--- src/rtl/fifo_rr_arb.sv ---
// fifo_rr_arb: packet-aware round-robin arbiter feeding one registered output stage.
//
// Ports:
//   clk_i    - clock
//   rst_i    - synchronous active-high reset
//   data_i   - N_REQ packed beats, requester i at [i*DATA_WIDTH +: DATA_WIDTH]
//   last_i   - per requester: current beat ends its packet
//   rdy_i    - per requester: beat valid
//   ack_o    - per requester: beat accepted this cycle (combinational, one-hot or zero)
//   data_o   - registered output beat
//   last_o   - registered last flag
//   id_o     - index of the requester that produced data_o
//   rdy_o    - output beat valid
//   ack_i    - downstream accepts data_o
//
// A grant is held from a packet's first beat until its last beat, so packets
// never interleave. Priority rotates only at packet end.
module fifo_rr_arb #(
  parameter int N_REQ      = 4,
  parameter int DATA_WIDTH = 32,
  localparam int ID_WIDTH  = (N_REQ > 1) ? $clog2(N_REQ) : 1
) (
  input  logic                        clk_i,
  input  logic                        rst_i,
  input  logic [N_REQ*DATA_WIDTH-1:0] data_i,
  input  logic [N_REQ-1:0]            last_i,
  input  logic [N_REQ-1:0]            rdy_i,
  output logic [N_REQ-1:0]            ack_o,
  output logic [DATA_WIDTH-1:0]       data_o,
  output logic                        last_o,
  output logic [ID_WIDTH-1:0]         id_o,
  output logic                        rdy_o,
  input  logic                        ack_i
);

  typedef enum logic {ST_IDLE, ST_LOCK} state_t;

  state_t                r_state;
  logic [ID_WIDTH-1:0]   r_rr_ptr;
  logic [ID_WIDTH-1:0]   r_owner;
  logic [DATA_WIDTH-1:0] r_data;
  logic                  r_last;
  logic [ID_WIDTH-1:0]   r_id;
  logic                  r_rdy;

  logic                  w_load_en;
  logic                  w_found;
  logic [ID_WIDTH-1:0]   w_winner;
  logic [ID_WIDTH-1:0]   w_gid;
  logic [N_REQ-1:0]      w_grant;
  logic                  w_xfer;
  logic [DATA_WIDTH-1:0] w_xdata;
  logic                  w_xlast;
  int                    w_dist;
  int                    w_best;

  // Priority pointer successor; explicit wrap so non-power-of-two N_REQ works.
  function automatic logic [ID_WIDTH-1:0] f_next(input logic [ID_WIDTH-1:0] id);
    if (int'(id) == N_REQ - 1) return '0;
    else                       return id + 1'b1;
  endfunction

  // Output register can take a beat when empty or draining this cycle.
  assign w_load_en = !r_rdy || ack_i;

  // Winner = ready requester with the smallest rotational distance from rr_ptr.
  always_comb begin
    w_best   = N_REQ;
    w_dist   = 0;
    w_winner = '0;
    for (int i = 0; i < N_REQ; i++) begin
      if (rdy_i[i]) begin
        w_dist = (i >= int'(r_rr_ptr)) ? i - int'(r_rr_ptr) : i + N_REQ - int'(r_rr_ptr);
        if (w_dist < w_best) begin
          w_best   = w_dist;
          w_winner = ID_WIDTH'(i);
        end
      end
    end
    w_found = (w_best < N_REQ);
  end

  // In LOCK the owner keeps the grant even while it is not ready.
  assign w_gid = (r_state == ST_LOCK) ? r_owner : w_winner;

  always_comb begin
    w_grant = '0;
    w_xdata = '0;
    w_xlast = 1'b0;
    for (int i = 0; i < N_REQ; i++) begin
      if (ID_WIDTH'(i) == w_gid) begin
        w_grant[i] = (r_state == ST_LOCK) || w_found;
        w_xdata    = data_i[i*DATA_WIDTH +: DATA_WIDTH];
        w_xlast    = last_i[i];
      end
    end
  end

  assign ack_o  = (w_load_en && !rst_i) ? w_grant : '0;
  assign w_xfer = |(ack_o & rdy_i);

  // ---- output register stage / FSM ----
  always_ff @(posedge clk_i) begin
    if (rst_i) begin
      r_state  <= ST_IDLE;
      r_rr_ptr <= '0;
      r_owner  <= '0;
      r_data   <= '0;
      r_last   <= 1'b0;
      r_id     <= '0;
      r_rdy    <= 1'b0;
    end else begin
      if (w_xfer) begin
        r_data <= w_xdata;
        r_last <= w_xlast;
        r_id   <= w_gid;
        r_rdy  <= 1'b1;
      end else if (ack_i) begin
        r_rdy  <= 1'b0;
      end

      case (r_state)
        ST_IDLE: begin
          if (w_xfer) begin
            if (w_xlast) begin
              r_rr_ptr <= f_next(w_gid);
            end else begin
              r_state <= ST_LOCK;
              r_owner <= w_gid;
            end
          end
        end
        ST_LOCK: begin
          if (w_xfer && w_xlast) begin
            r_state  <= ST_IDLE;
            r_rr_ptr <= f_next(r_owner);
          end
        end
        default: r_state <= ST_IDLE;
      endcase
    end
  end

  assign data_o = r_data;
  assign last_o = r_last;
  assign id_o   = r_id;
  assign rdy_o  = r_rdy;

endmodule
--- config.mk ---
export PLATFORM = sky130hd
export DESIGN_NAME = fifo_rr_arb
export DESIGN_NICKNAME = d
export VERILOG_FILES = /design/src/rtl/fifo_rr_arb.sv
export SDC_FILE = /design/constraint.sdc
export NUM_CORES = 1
export LEC_CHECK = 0
export CAP_MARGIN = 15
export CORE_MARGIN = 2
export CORE_UTILIZATION = 43
export DETAILED_ROUTE_END_ITERATION = 8
export GPL_TIMING_DRIVEN = 0
export PLACE_DENSITY = 0.88
export SLEW_MARGIN = 20
export SYNTH_ARGS = -nofsm -noshare
export SYNTH_HDL_FRONTEND = slang
export SYNTH_SLANG_ARGS = --single-unit
--- constraint.sdc ---
create_clock -name clk_i -period 11.6 [get_ports clk_i]
set_input_delay 1.74 -clock clk_i [delete_from_list [all_inputs] [get_ports clk_i]]
set_output_delay 1.74 -clock clk_i [all_outputs]
set_load 0.01 [all_outputs]
After elaboration in Yosys (flattened, before gate mapping)
Cells that the tools add are included.
{"block": "word_totals", "regBits": 41, "inputBits": 139}
{"block": "op_classes", "n_addsub": 9, "order_cmp": 8, "eq_ne": 8, "muxes": 43, "n_bitwise": 3, "reduce_logical": 11}
{"cell": "two-way mux 32 bit", "count": 15}
{"cell": "less-than comparator 32 bit", "count": 2}
{"cell": "less-than comparator 32 x 4 -> 1 bit, second input constant", "count": 2}
{"cell": "less-than comparator 3 x 32 -> 1 bit", "count": 1}
{"cell": "two-way mux 2 bit", "count": 10}
{"cell": "two-way mux 1 bit", "count": 15}
{"cell": "subtractor 3 x 2 -> 4 bit, first input constant", "count": 3}
{"cell": "AND reduction 3 bit", "count": 2}
{"cell": "subtractor 1 x 2 -> 3 bit, first input constant", "count": 2}
{"cell": "subtractor 2 x 2 -> 3 bit, first input constant", "count": 2}
{"cell": "adder 2 x 1 -> 2 bit, second input constant", "count": 2}
{"cell": "bitwise AND 4 bit", "count": 1}
{"cell": "== test 2 x 1 -> 1 bit, second input constant", "count": 2}
{"cell": "== test 2 bit, first input constant", "count": 2}
{"cell": "greater-or-equal comparator 1 x 2 -> 1 bit, first input constant", "count": 2}
{"cell": "two-way mux 4 bit", "count": 1}
{"cell": "inequality test 2 bit, second input constant", "count": 2}
{"cell": "case mux 2 bit (2 select lines)", "count": 1}
{"cell": "OR reduction 4 bit", "count": 1}
{"cell": "== test 1 x 2 -> 1 bit, first input constant", "count": 1}
{"cell": "greater-or-equal comparator 2 bit, first input constant", "count": 1}
{"cell": "logical AND 1 bit", "count": 2}
{"cell": "zero test 1 bit", "count": 2}
{"cell": "zero test 2 bit", "count": 1}
{"cell": "other kinds (5)", "count": 7}

Logic depth before layout (Yosys ltp)
{"block": "logic_depth", "ltp_word": 23, "depth_mapped": 29}

Worst setup path before layout
No wires, ideal clock.
{"block": "synth_timing", "path_kind": "input -> output", "start": "in rdy_i[0]", "end": "out ack_o[3]", "t_arrival_ps": 5477, "slack_ps": 4383, "stages": 20, "path_buffers": 2, "cell_sequence": "ha_1 and4b_1 a2bb2oi_1 a31oi_1 ha_1 nor4_1 and2_1 a21o_1 nor2_1 a21oi_1 ha_1 a21oi_1 and2_1 a2111o_1 o21ai_0 inv_1 ha_1 clkbuf_1 clkbuf_1 and2_1"}
{"block": "synth_via", "elab_chain_cells": 14, "word_cells_on_any_way": 22}
{"element": "start: declaration", "line": "27", "text": "input logic [N_REQ-1:0] rdy_i,"}
{"element": "two-way mux 32 bit (*)", "line": "72", "text": "if (rdy_i[i]) begin"}
{"element": "less-than comparator 32 bit", "line": "74", "text": "if (w_dist < w_best) begin"}
{"element": "two-way mux 32 bit", "line": "74"}
{"element": "two-way mux 32 bit (*)", "line": "72"}
{"element": "less-than comparator 32 bit", "line": "74"}
{"element": "two-way mux 32 bit", "line": "74"}
{"element": "two-way mux 32 bit", "line": "72"}
{"element": "less-than comparator 3 x 32 -> 1 bit", "line": "74"}
{"element": "two-way mux 2 bit", "line": "74"}
{"element": "two-way mux 2 bit (*)", "line": "72"}
{"element": "two-way mux 2 bit (*)", "line": "84", "text": "assign w_gid = (r_state == ST_LOCK) ? r_owner : w_winner;"}
{"element": "net w_gid[1]", "line": "49", "text": "logic [ID_WIDTH-1:0] w_gid;"}
{"element": "== test 2 bit (*)", "line": "91", "text": "if (ID_WIDTH'(i) == w_gid) begin"}
{"element": "two-way mux 1 bit (*)", "line": "91"}
{"element": "two-way mux 4 bit (*)", "line": "99", "text": "assign ack_o = (w_load_en && !rst_i) ? w_grant : '0;"}
{"element": "end: declaration", "line": "28", "text": "output logic [N_REQ-1:0] ack_o,"}
Mark *: on every way through the listed nets, which the timed path passes. The rest lies on a longest branch.

Final worst setup path
Same ends and word-level chain as after synthesis.

==> metrics.md <==
| Metric | Value |
|---|---|
| Ys async rst share | 0% |
| Finished Cell Area | around 0.0052 mm^2 |
| Core Area | around 0.0073 mm^2 |
| Synth cell count leaders | a21oi_1, dfxtp_1, nor3_1, nor2b_1, a221oi_1 |
| Flop and latch count out of synthesis | 41 |
| Remaining routing DRC violations | 0 |
| Max IR drop VDD | approximately 0.00011 V |
| Clk slew on worst S/H paths | around 70 ps |
| Top-count cell post-synth | a21oi_1 |
| Area of placed instances | 0.00513 mm^2 |
| Final wirelength | between 10 and 15 mm |
| Sink Count | 41 |
| Final core utilization | 72.3% |
| Cts hold-fix bufs | 0 |
| Worst rel slew slack | 55.7% |
| Area Growth Syn to Fin | 62.7% |
| Fillers | 565 |
| CTS resizes | 0 |
| # H-tree levels | 2 |
| Min-Delay Path Class | flip-flop to flip-flop |
| CP Data Arrival Time | approximately 7600 ps |
| Top Metal Used | met4 |
| Fin worst setup slack | 2240 ps |
| Number of synthesized flops with an enable pin | 0 |
| Post-Syn Nets | between 500 and 600 |
| Diode count | 0 |
| Initial Util | ~44% |
| Fin Setup TNS | 0 ps |
| DRC marker count from the first detailed-route iteration | roughly 230 |
| DIE HEIGHT | 90.6 um |
| CP Launch Type | input pin |
| Share of layout cells above drive strength 1 | under 10% |
| Routed wl met2 | ~6.1 mm |
| Mapped cell area | approximately 0.0032 mm^2 |
| Final hold vios | 0 |
| M1 WL | between 4 and 5 mm |
| Avg Cell Area, Syn | a little over 8 um^2 |
| Register area share after synthesis | roughly a quarter |
| Main synth FF type | dfxtp_1 |
| IO Port Bufs | between 150 and 200 |
| Vias per cell | 5.93 |
| Largest cells by area after synthesis | dfxtp_1, a21oi_1, a311oi_2, a221oi_1, nor2b_1 |
| Leakage power | 1.84 nW |
| RePlAce Congestion | about 0.92 |
| Critical Path RT | ~10000 ps |
| Clock buffer depth | 2 |
| Post-DP HPWL | around 9.8 mm |
| Fin. max-slew vios | 0 |
| Die area | just over 0.008 mm^2 |
| Row count | 31 |
| Post-synth top area cell | dfxtp_1 |
| Cells after Synth | 390 |
| Nets | between 700 and 800 |
| Clk Latency, worst-skew pair | around 300 ps |
| Drt wl/cell | about 18 um |
| Total grt overflow | 0 |
| Status | complete, no violations |
| Post-synth top area share | 25.5% |
| Clock Tree Root | clkbuf_8 |
| RSZ-0062 raised after global routing | false |
| Netlist cell types | 48 |
| I/O pin count | 179 |
| Yosys warns | 0 |
| DR WL met3 | 1.01 mm |
| CTS Buf Count | 5 |
| First-pass GRT wire length | roughly 19 mm |
| Routed Antenna Nets | 0 |
| Period utilization | between 80% and 90% |
| Skew final | 8.30 ps |
| # setup viols final | 0 |
| Initial antenna violation count | 0 |
| Initial DRT Pass Iterations | 5 |
| Vias in the first global route | 3,890 |
| Setup bufs post-CTS | 0 |
| Pin count of the biggest net entering global routing | 13 |
| PwrDens | between 200 and 250 mW/mm^2 |
| Post-placement cell count | 667 |
| Kind of critical path | input pin to output pin |
| CP max FO | 10 |
| DIE WIDTH | ~90 um |
| GRT Util Overall | between 20% and 30% |
| CP Capture Type | output pin |
| Fin crit period | between 9000 and 10,000 ps |
| Fin cells | approximately 680 |
| Fmax | approximately 0.11 GHz |
| Pre-CTS setup slack | around 2400 ps |
| TritonCTS clock tree | yes |
| Max_cap viols | 0 |
| Via count | roughly 4k |
| Reg2reg setup slack | a little under 5000 ps |
| Slew at the pin with the worst max-slew slack | between 600 and 700 ps |
## through the flow
| stage | total power (W) | hold WS [ps] |
|---|---|---|
| 5_1_grt | 0.00121 | 517 |
| 2_1_floorplan | 0.000733 | 483 |
| 3_3_place_gp | 0.000980 | 447 |
| 4_1_cts | 0.00113 | 473 |
| 3_5_place_dp | 0.00100 | 462 |
| 6_report | 0.00114 | 474 |
## layer usage
metal | track usage, % | vias up
met5 | 0 | -
met4 | 11.2 | 0
met3 | 6.51 | 33
met2 | 49.8 | 209
met1 | 34.9 | 1873
li1 | - | 1887
## report_power, final
group          switching, W  internal [W]
Clock             0.0000510     0.0000702
Combinational      0.000454      0.000356
Sequential        0.0000246      0.000180
Total              0.000529      0.000606
## layout by cell type, fill, tap and decap left out, types with 11 or more instances in the layout
| master | instances |
|---|---|
| clkdlybuf4s50_1 | 178 |
| a21oi_1 | 72 |
| dfxtp_1 | 41 |
| nor3_1 | 36 |
| nor2b_1 | 35 |
| a221oi_1 | 33 |
| clkbuf_1 | 25 |
| a311oi_2 | 20 |
| ha_1 | 15 |
| a311oi_1 | 12 |
| inv_1 | 11 |
## cell type report
type | instances | area, um^2 | share of cell area [%]
plain buffers | 40 | 188 | 3.58
clock buffers | 7 | 86.3 | 1.65
clock inverters | 1 | 30.0 | 0.572
inverters | 11 | 41.3 | 0.787
multi-input cells | 298 | 2170 | 41.5
flip-flops and latches | 41 | 821 | 15.6
well taps | 99 | 124 | 2.36
repair buffers | 178 | 1780 | 34.0
## worst paths after layout
kind	startpoint	to	cells after the start
worst max-delay path	rdy_i[0]	ack_o[3]	22
worst min-delay path	id_o[0]$_SDFFE_PP0P_	id_o[0]$_SDFFE_PP0P_	2
worst max register to register	r_rr_ptr[1]$_SDFFE_PP0P_	r_rr_ptr[1]$_SDFFE_PP0P_	27
worst min register to register	id_o[0]$_SDFFE_PP0P_	id_o[0]$_SDFFE_PP0P_	2
## critical path, stage by stage
cell             delay, ps
clkdlybuf4s50_1        650
ha_1                   270
a2bb2oi_2              220
a2bb2oi_1              410
a31oi_1                170
ha_1                   210
nor4_1                 280
and2_1                 240
a21o_1                 240
nor2_1                  70
a21oi_1                120
ha_1                   250
a21oi_1                180
and2_1                 170
a2111o_1               180
o21ai_0                190
inv_1                  140
ha_1                   310
clkbuf_1               430
clkbuf_1               410
and2_1                 190
clkdlybuf4s50_1        540
## state kept, by name, summed over array words and instances, names as in the netlist, named ones only
register / count
id_o: 2
r_rr_ptr: 2
last_o: 1
r_owner: 2
rdy_o: 1
data_o: 32
## kinds of logic after synthesis
logic type / count (synthesis) / synth area share (%)
DFF: 41 / 25.5
muxes: 1 / 0.310
and+or+nand+nor: 110 / 19.0
adders and majority gates: 15 / 5.82
AOI/OAI and AO/OA: 172 / 42.3
buffers and inverters: 51 / 7.10
Power figures use the tool's default switching activity.
